<file path="src/rtl/aib_pkg.sv">
// aib_pkg: shared state encoding and parameter defaults for the AIB link sequencer.
package aib_pkg;
    typedef enum logic [2:0] {
        ST_IDLE        = 3'd0,
        ST_SETTLE      = 3'd1,
        ST_CAL         = 3'd2,
        ST_WAIT_REMOTE = 3'd3,
        ST_UP          = 3'd4,
        ST_FAIL        = 3'd5
    } aib_link_state_e;

    localparam int SETTLE_CYCLES_DEF  = 16;
    localparam int TIMEOUT_CYCLES_DEF = 1024;
    localparam int MAX_RETRY_DEF      = 3;

    function automatic int max_int(input int a, input int b);
        return a > b ? a : b;
    endfunction
endpackage

</file>
<file path="src/rtl/aib_link_seq_if.sv">
// aib_link_seq_if: control inputs and status outputs of the link sequencer.
interface aib_link_seq_if #(parameter int MAX_RETRY = aib_pkg::MAX_RETRY_DEF);
    localparam int RW = $clog2(MAX_RETRY + 1);
    logic          i_start;
    logic          i_stop;
    logic          i_cal_done;
    logic          i_remote_ready;
    logic          o_cal_req;
    logic          o_config_done;
    logic          o_link_up;
    logic          o_err;
    logic [2:0]    o_state;
    logic [RW-1:0] o_retry_cnt;

    modport master (
        output i_start, i_stop, i_cal_done, i_remote_ready,
        input  o_cal_req, o_config_done, o_link_up, o_err, o_state, o_retry_cnt
    );
    modport slave (
        input  i_start, i_stop, i_cal_done, i_remote_ready,
        output o_cal_req, o_config_done, o_link_up, o_err, o_state, o_retry_cnt
    );
endinterface

</file>
<file path="src/rtl/aib_tmo_cnt.sv">
// aib_tmo_cnt: phase cycle counter; o_tc flags the cycle whose index equals i_last.
module aib_tmo_cnt #(parameter int W = 4) (
    input  logic         i_aux_clk,
    input  logic         i_rst_n,
    input  logic         i_clr,
    input  logic         i_en,
    input  logic [W-1:0] i_last,
    output logic         o_tc
);
    logic [W-1:0] cnt_q, cnt_d;

    always_comb cnt_d = i_clr ? '0 : i_en ? cnt_q + W'(1) : cnt_q;

    assign o_tc = cnt_q == i_last;

    always_ff @(posedge i_aux_clk or negedge i_rst_n)
        if (!i_rst_n) cnt_q <= '0;
        else          cnt_q <= cnt_d;
endmodule

</file>
<file path="src/rtl/aib_link_seq.sv">
// aib_link_seq: AIB link bring-up sequencer (settle, calibrate, wait for far side, up)
// with per-phase timeouts, bounded retries and a sticky failure state.
module aib_link_seq
    import aib_pkg::*;
#(
    parameter int SETTLE_CYCLES  = SETTLE_CYCLES_DEF,
    parameter int TIMEOUT_CYCLES = TIMEOUT_CYCLES_DEF,
    parameter int MAX_RETRY      = MAX_RETRY_DEF
) (
    input  logic           i_aux_clk,
    input  logic           i_rst_n,
    aib_link_seq_if.slave  bus
);
    localparam int RW = $clog2(MAX_RETRY + 1);
    localparam int CW = $clog2(max_int(SETTLE_CYCLES, TIMEOUT_CYCLES));
    localparam logic [RW-1:0] RMAX = RW'(MAX_RETRY);

    aib_link_state_e state_q, state_d, to_state;
    logic [RW-1:0]   retry_q, retry_d, to_retry;
    logic            cal_req_q, cal_req_d, config_done_q, config_done_d;
    logic            link_up_q, link_up_d, err_q, err_d;
    logic [CW-1:0]   last;
    logic            tc, clr, en;

    assign last = state_q == ST_SETTLE ? CW'(SETTLE_CYCLES - 1) : CW'(TIMEOUT_CYCLES - 1);
    assign clr  = bus.i_stop | (state_d != state_q);
    assign en   = state_q inside {ST_SETTLE, ST_CAL, ST_WAIT_REMOTE};

    aib_tmo_cnt #(.W(CW)) u_tmo (
        .i_aux_clk (i_aux_clk),
        .i_rst_n   (i_rst_n),
        .i_clr     (clr),
        .i_en      (en),
        .i_last    (last),
        .o_tc      (tc)
    );

    // A timeout and a link drop from UP share the same saturating retry step.
    assign to_state = retry_q == RMAX ? ST_FAIL : ST_SETTLE;
    assign to_retry = retry_q == RMAX ? retry_q : retry_q + RW'(1);

    always_comb begin
        state_d = state_q;
        retry_d = retry_q;
        if (bus.i_stop) begin
            state_d = ST_IDLE;
            retry_d = '0;
        end else begin
            case (state_q)
                ST_IDLE: if (bus.i_start) begin
                    state_d = ST_SETTLE;
                    retry_d = '0;
                end
                ST_SETTLE: if (tc) state_d = ST_CAL;
                ST_CAL: if (bus.i_cal_done) state_d = ST_WAIT_REMOTE;
                    else if (tc) begin
                        state_d = to_state;
                        retry_d = to_retry;
                    end
                ST_WAIT_REMOTE: if (bus.i_remote_ready) begin
                        state_d = ST_UP;
                        retry_d = '0;
                    end else if (tc) begin
                        state_d = to_state;
                        retry_d = to_retry;
                    end
                ST_UP: if (!bus.i_remote_ready) begin
                    state_d = ST_SETTLE;
                    retry_d = to_retry;
                end
                ST_FAIL: state_d = ST_FAIL;
                default: state_d = ST_IDLE;
            endcase
        end
        cal_req_d     = state_d == ST_CAL;
        config_done_d = state_d inside {ST_WAIT_REMOTE, ST_UP};
        link_up_d     = state_d == ST_UP;
        err_d         = state_d == ST_FAIL;
    end

    always_ff @(posedge i_aux_clk or negedge i_rst_n)
        if (!i_rst_n) begin
            state_q       <= ST_IDLE;
            retry_q       <= '0;
            cal_req_q     <= 1'b0;
            config_done_q <= 1'b0;
            link_up_q     <= 1'b0;
            err_q         <= 1'b0;
        end else begin
            state_q       <= state_d;
            retry_q       <= retry_d;
            cal_req_q     <= cal_req_d;
            config_done_q <= config_done_d;
            link_up_q     <= link_up_d;
            err_q         <= err_d;
        end

    assign bus.o_cal_req     = cal_req_q;
    assign bus.o_config_done = config_done_q;
    assign bus.o_link_up     = link_up_q;
    assign bus.o_err         = err_q;
    assign bus.o_state       = state_q;
    assign bus.o_retry_cnt   = retry_q;
endmodule

</file>
<file path="src/flat_wrapper.sv">
// flat-port wrapper written by rule: the top's interface ports become plain ports
module aib_link_seq_flat import aib_pkg::*;
#(
    parameter int SETTLE_CYCLES  = SETTLE_CYCLES_DEF,
    parameter int TIMEOUT_CYCLES = TIMEOUT_CYCLES_DEF,
    parameter int MAX_RETRY      = MAX_RETRY_DEF
)
  (i_aux_clk, i_rst_n, bus_i_start, bus_i_stop, bus_i_cal_done, bus_i_remote_ready, bus_o_cal_req, bus_o_config_done, bus_o_link_up, bus_o_err, bus_o_state, bus_o_retry_cnt);
  aib_link_seq_if #(.MAX_RETRY(MAX_RETRY)) bus_i ();
  input  logic i_aux_clk;
  input  logic i_rst_n;
  input wire logic [$bits(bus_i.i_start)-1:0] bus_i_start;
  input wire logic [$bits(bus_i.i_stop)-1:0] bus_i_stop;
  input wire logic [$bits(bus_i.i_cal_done)-1:0] bus_i_cal_done;
  input wire logic [$bits(bus_i.i_remote_ready)-1:0] bus_i_remote_ready;
  output wire logic [$bits(bus_i.o_cal_req)-1:0] bus_o_cal_req;
  output wire logic [$bits(bus_i.o_config_done)-1:0] bus_o_config_done;
  output wire logic [$bits(bus_i.o_link_up)-1:0] bus_o_link_up;
  output wire logic [$bits(bus_i.o_err)-1:0] bus_o_err;
  output wire logic [$bits(bus_i.o_state)-1:0] bus_o_state;
  output wire logic [$bits(bus_i.o_retry_cnt)-1:0] bus_o_retry_cnt;
  assign bus_i.i_start = bus_i_start;
  assign bus_i.i_stop = bus_i_stop;
  assign bus_i.i_cal_done = bus_i_cal_done;
  assign bus_i.i_remote_ready = bus_i_remote_ready;
  assign bus_o_cal_req = bus_i.o_cal_req;
  assign bus_o_config_done = bus_i.o_config_done;
  assign bus_o_link_up = bus_i.o_link_up;
  assign bus_o_err = bus_i.o_err;
  assign bus_o_state = bus_i.o_state;
  assign bus_o_retry_cnt = bus_i.o_retry_cnt;
  aib_link_seq #(.SETTLE_CYCLES(SETTLE_CYCLES), .TIMEOUT_CYCLES(TIMEOUT_CYCLES), .MAX_RETRY(MAX_RETRY)) u_core (.i_aux_clk(i_aux_clk), .i_rst_n(i_rst_n), .bus(bus_i));
endmodule
</file>
<file path="config.mk">
export PLATFORM = sky130hd
export DESIGN_NAME = aib_link_seq_flat
export DESIGN_NICKNAME = d
export VERILOG_FILES = /design/src/rtl/aib_pkg.sv /design/src/rtl/aib_link_seq_if.sv /design/src/rtl/aib_tmo_cnt.sv /design/src/rtl/aib_link_seq.sv /design/src/flat_wrapper.sv
export SDC_FILE = /design/constraint.sdc
export NUM_CORES = 1
export LEC_CHECK = 0
export ABC_AREA = 1
export BUFFER_PORTS_ARGS = -buffer_cell sky130_fd_sc_hd__buf_4
export CORE_MARGIN = 2
export CORE_UTILIZATION = 55
export CTS_BUF_LIST = sky130_fd_sc_hd__clkbuf_4 sky130_fd_sc_hd__clkbuf_8 sky130_fd_sc_hd__clkbuf_16
export CTS_CLUSTER_DIAMETER = 100
export DETAILED_ROUTE_END_ITERATION = 7
export GPL_TIMING_DRIVEN = 0
export PLACE_DENSITY = 0.81
export REMOVE_ABC_BUFFERS = 1
export SLEW_MARGIN = 10
export SYNTH_ARGS = -nofsm -noshare
export SYNTH_HDL_FRONTEND = slang
export SYNTH_SLANG_ARGS = --single-unit
</file>
<file path="constraint.sdc">
create_clock -name i_aux_clk -period 2.3 [get_ports i_aux_clk]
set_clock_uncertainty 0.05 [all_clocks]
set_input_delay 0.115 -clock i_aux_clk [delete_from_list [all_inputs] [get_ports i_aux_clk]]
set_output_delay 0.115 -clock i_aux_clk [all_outputs]
set_load 0.05 [all_outputs]
</file>
## After elaboration in Yosys (flattened, before gate mapping)

Cells that the tools add are included.

- Add/subtract/negate cells: 2
- Equal/unequal tests: 15
- Multiplexer cells: 20
- Bitwise operators: 1
- Reduce and logical (&&, ||, !) cells: 6

Operators by type and width:

| cell | number |
|---|---|
| two-way mux 10 bit | 3 |
| two-way mux 3 bit | 8 |
| case mux 3 bit (6 select lines) | 1 |
| two-way mux 2 bit | 7 |
| equality test 3 x 2 -> 1 bit (second input constant) | 4 |
| equality test 3 bit (second input constant) | 4 |
| adder 10 x 1 -> 10 bit (second input constant) | 1 |
| equality test 10 bit | 1 |
| inequality test 3 bit (second input constant) | 3 |
| case mux 2 bit (4 select lines) | 1 |
| nonzero test 5 bit | 1 |
| AND reduction 4 bit | 1 |
| nonzero test 2 bit | 2 |
| equality test 3 x 1 -> 1 bit (second input constant) | 1 |
| logical NOT 3 bit | 1 |
| inequality test 3 bit | 1 |
| nonzero test 3 bit | 1 |
| adder 2 x 1 -> 2 bit (second input constant) | 1 |
| equality test 2 bit (second input constant) | 1 |
| bitwise OR 1 bit | 1 |

- Register bits: 19
- Input port bits: 6
- Word-level logic and storage cells: 51

## Logic depth before layout (Yosys ltp)

- Depth after elaboration: 10
- Gate-level depth with buffers: 13

## Cells and area by module

From an unflattened synthesis, not the netlist that was laid out.

- Cells, all modules: 195
- Area total of the unflattened synthesis: 1345.0 um^2

Modules (own cells, without submodules):

| module | times used | cells an instance | area each (um^2) |
|---|---|---|---|
| aib_tmo_cnt | 1 | 101 | 696.9 |
| aib_link_seq | 1 | 94 | 648.1 |

## Worst setup path before layout

Ideal clock, no wire load.

- Path kind: register -> register
- From: register u_core.state_q[2] (netlist: u_core.bus.o_state[2])
- To: register u_core.u_tmo.cnt_q[4]
- Setup time: 120 ps
- Arrival: 1795 ps
- Setup slack: 335 ps
- Cell stages (with the launch flop): 14
- Buffers on the path: 0
- Period minus slack after synthesis: 1965 ps
- Path through: dfrtp_1 inv_2 nand3_1 inv_1 nand2_1 nand2_2 nand2_4 nand2_1 nand2_1 nand2_2 nand2_1 nand2_1 nand3_4 nor2_1

- Word-level cells in the longest chain between the ends: 10
- Elaborated cells on any way between the ends: 21

Ends and longest elaborated chain:

| what | RTL line | text |
|---|---|---|
| start, declared | aib_link_seq.sv:18 | `aib_link_state_e state_q, state_d, to_state;` |
| start signal, assigned | aib_link_seq.sv:90 | `state_q <= state_d;` |
| equality test 3 x 1 -> 1 bit | aib_link_seq.sv:25, aib_link_seq.sv:27, aib_link_seq.sv:49 |  |
| two-way mux 10 bit | aib_link_seq.sv:25 | `assign last = state_q == ST_SETTLE ? CW'(SETTLE_CYCLES - 1) : CW'(TIMEOUT_CYCLES - 1);` |
| equality test 10 bit | aib_tmo_cnt.sv:14 | `assign o_tc = cnt_q == i_last;` |
| two-way mux 3 bit | aib_link_seq.sv:56, aib_link_seq.sv:63 |  |
| two-way mux 3 bit, on equally long branches | aib_link_seq.sv:60, aib_link_seq.sv:55 |  |
| case mux 3 bit (6 select lines) | aib_link_seq.sv:49 | `case (state_q)` |
| two-way mux 3 bit | aib_link_seq.sv:45 | `if (bus.i_stop) begin` |
| inequality test 3 bit | aib_link_seq.sv:26 | `assign clr = bus.i_stop \| (state_d != state_q);` |
| bitwise OR 1 bit | aib_link_seq.sv:26 |  |
| two-way mux 10 bit / nonzero test 2 bit (equally long branches) | n/a |  |
| end signal, assigned | aib_tmo_cnt.sv:18 | `else cnt_q <= cnt_d;` |
| end, declared | aib_tmo_cnt.sv:10 | `logic [W-1:0] cnt_q, cnt_d;` |

Parallel ways exist; a longest one is shown, timed or not.
A chain may end at the register's enable or synchronous reset.

## Worst setup path after layout

- From: register u_core.state_q[0] (netlist: u_core.bus.o_state[0])
- To: register u_core.u_tmo.cnt_q[0]

Same word-level chain as after synthesis.

==> key figures <==
Setup path
  – Reg-to-reg setup timing slack: 0.36 ns
  – Worst reg2reg endpoint: u_core.u_tmo.cnt_q[0]
  – Crit. End Element: flop
  – Critical Path Source Type: flop
  – Required time of the critical path: 2.50 ns
  – CP Class: reg -> reg
  – Register-to-Register Path Depth: 11
  – Worst reg2reg path startpoint: u_core.bus.o_state[0]
  – Crit path DAT: about 2.1 ns
  – Crit Path Max Fanout: 10

Clock network
  – Maximum buffer depth of the clock tree: 2
  – Clk root buf: clkbuf_4
  – Num CTS Buffers: 3
  – CTS H-tree lvls: 1
  – Clock Latency Late Sink: 0.31 ns
  – Post-cts resize count: 0
  – CTS tree: built
  – Clk slew on worst S/H paths: approximately 0.11 ns
  – Sink Count: 19

Detailed routing
  – Vias: 970
  – Vias per std cell: 5.08
  – Routed Antenna Nets: 0
  – DR iter-0 viols: 13
  – Final wirelength: 2120 µm
  – First-pass DRT Iterations: 4
  – Routed wire per std cell: 11.1 µm
  – DRC viols: 0

Hold path
  – Hold Path Class: in -> async

Synthesis
  – Combinational family with the most area after synthesis: simple AND/OR/NAND/NOR gates
  – Top cell type's share of synthesized area: 43.0%
  – Asr flop ratio synth: 100%
  – Simple-Gate Fraction of Synth Area: between 30% and 40%
  – Most frequent cells after synthesis: nand2_1, nor2_1, dfrtp_1
  – Main synth FF type: dfrtp_1
  – Most frequent cell after synthesis: nand2_1
  – Yosys reg bits: 19
  – Post-Syn Instances: approximately 140
  – Mapped cell area: 1100 µm²
  – Synth warnings: 0
  – Mux share of post-synthesis cell area: 0.906%
  – Synth Area in Compound Gates: 9.06%
  – Yosys top cell by area: dfrtp_1
  – Library cells used by synthesis: 27
  – Synth area leaders: dfrtp_1, nand2_1, nor2_1
  – Post-Synth XOR/XNOR Area: 5.55%
  – Avg Cell Area, Syn: 7.67 µm²
  – EDFF count, synth: 0
  – Post-synthesis adder-cell area fraction: approximately 1.1%
  – Sequential fraction of the synthesis area: 43.0%

Cells and area
  – Final cell count without fillers: between 150 and 200
  – Nets: 172
  – Layout cells sized above 1: 18.3%
  – Register area: 475 µm²
  – Synthesis-to-finish area growth: 16.9%
  – Multi-input logic area: 551 µm²
  – ANT cells: 0
  – Filler cell count in the final layout: 169

Power and ir drop
  – Pwr dens: 459 nW/µm²
  – Sequential power share: 57.6%
  – Pint: roughly 430 µW
  – Max rail drop VDD: roughly 0.44 mV
  – Clock power frac: around 30%
  – Net Sw Frac: roughly 28%
  – Logic gate share of total power: between 10% and 20%
  – Pleak: 0.000683 µW
  – P_sw: 165 µW

Placed design
  – DP HPWL: 1630 µm
  – Dpl cells: between 150 and 200
  – RD Place Congestion: 0.855
  – Number of port buffers: 14

Die
  – Initial Utilization: 57.5%
  – Die Span X: 48.8 µm
  – Die area: 2380 µm²
  – Rows: 16
  – Core Area: 1920 µm²
  – Die Height: 48.8 µm
  – Io pins: 15

Timing
  – Slew headroom: 75.5%
  – Fin crit period: 1.94 ns
  – Hold Fails Final Rpt: 0
  – Endpoints failing setup: 0
  – Maximum clock frequency: just over 500 MHz
  – Setup TNS: 0 ns
  – Slew @ Worst Pin: 0.365 ns
  – Period utilisation layout: between 80% and 90%
  – Max-slew violation count: 0
  – RSZ-0062 raised after global routing: no

GRT
  – Global-route wire length before repair: 3770 µm
  – Number of global-route vias before repair: 914
  – Initial antenna violation count: 0
  – GRT overflow: 0
  – GRT Util Overall: roughly a fifth
  – Largest net degree at the start of global routing: 20

Job
  – Max-cap check violation count: 0

Run status
  – Outcome: complete, no violations
## layer usage
| metal | share of wire, % | up-vias | global-route usage [%] |
|---|---|---|---|
| met5 | 0 | - | 0 |
| met4 | 1.9 | 0 | 9.52 |
| met3 | 3.9 | 5 | 2.45 |
| met2 | 46 | 26 | 33.6 |
| met1 | 48 | 439 | 26.7 |
| li1 | - | 500 | - |
## what timing repair did
item / CTS / global route
endpoints found under the hold margin: 20 / 0
hold buffers: 2 / 0
buffers inserted: 0 / 0
## cells in the final DEF (no fill, tap or decap), drive strengths merged
master       instances
mux2i                1
a211oi               1
clkinv               1
o31ai                1
nor2                22
xor2                 5
inv                 21
nor4                 1
nand2               40
or2                  1
a21oi                8
buf                 14
xnor2                2
ha                   1
nand3b               2
nand3                7
nand4                4
o21bai               1
nor3                 2
o21ai                3
dlygate4sd3          2
o311ai               1
o22ai                1
clkbuf               3
dfrtp               19
## through the flow
stage / setup slack, ns / hold WS [ns] / util (%) / cell area, µm² / power [µW]
after global routing: 0.122 / 0.190 / 67.2 / 1290 / 618
after CTS: 0.382 / 0.148 / 67.2 / 1290 / 597
after global placement: 0.461 / -0.0512 / 64.7 / 1240 / 420
after floorplan: 0.335 / -0.231 / - / 1100 / 395
final: 0.359 / 0.150 / 67.2 / 1290 / 592
after detailed placement: 0.413 / -0.0498 / 64.7 / 1240 / 421
## power groups by stage
stage                     registers, µW  clock network [µW]  logic (µW)
after floorplan                     352                   0        42.5
after global placement              347                   0        72.2
after detailed placement            348                   0        73.9
after CTS                           341                 179        76.9
after global routing                341                 190        86.8
final                               341                 175        76.1
## cell type report
type                    instances  area share [%]
clock buffers                   3            1.74
clock inverters                 1           0.388
inverters                      21            6.10
multi-input cells             104            42.6
flip-flops and latches         19            36.8
well taps                      27            2.62
repair buffers                 16            9.69
## worst max path at each step
| stage | startpoint | to | slack, ns | depth (start not counted) |
|---|---|---|---|---|
| final | u_core.bus.o_state[0] | u_core.u_tmo.cnt_q[0] | 0.36 | 11 |
| after global routing | u_core.bus.o_state[2] | u_core.u_tmo.cnt_q[2] | 0.12 | 13 |
| after floorplan | u_core.bus.o_state[2] | u_core.u_tmo.cnt_q[4] | 0.34 | 13 |
| after global placement | u_core.bus.o_state[1] | u_core.u_tmo.cnt_q[5] | 0.46 | 13 |
| after detailed placement | u_core.bus.o_state[2] | u_core.u_tmo.cnt_q[0] | 0.41 | 13 |
| after CTS | u_core.bus.o_state[2] | u_core.u_tmo.cnt_q[0] | 0.38 | 13 |
## state kept, by name (all words and copies together), names as in the netlist
| signal | flops |
|---|---|
| u_core.bus.o_config_done | 1 |
| u_core.bus.o_cal_req | 1 |
| u_core.bus.o_retry_cnt | 2 |
| u_core.u_tmo.cnt_q | 10 |
| u_core.bus.o_err | 1 |
| u_core.bus.o_state | 3 |
| u_core.bus.o_link_up | 1 |
## cell families (layout without fill, tap and decap cells)
| family | after synthesis | count (layout) |
|---|---|---|
| adder cells (fa/ha/maj) | 1 | 1 |
| AND/OR/NAND/NOR | 79 | 79 |
| AO/OA/AOI/OAI | 16 | 16 |
| multiplexers | 1 | 1 |
| flip-flops | 19 | 19 |
| buffers and inverters | 21 | 41 |
| XOR/XNOR | 7 | 7 |
## critical path: stages (launching register included)
cell	delay [ns]
dfrtp_1	0.46
inv_2	0.14
nand2_2	0.09
nor2_1	0.27
nand2_1	0.10
nand4_1	0.12
a21oi_2	0.05
nand2_2	0.11
nand2_1	0.10
nand2_1	0.12
nand3_4	0.14
nor2_1	0.12
Note: power is estimated with default switching activity, not from simulation.
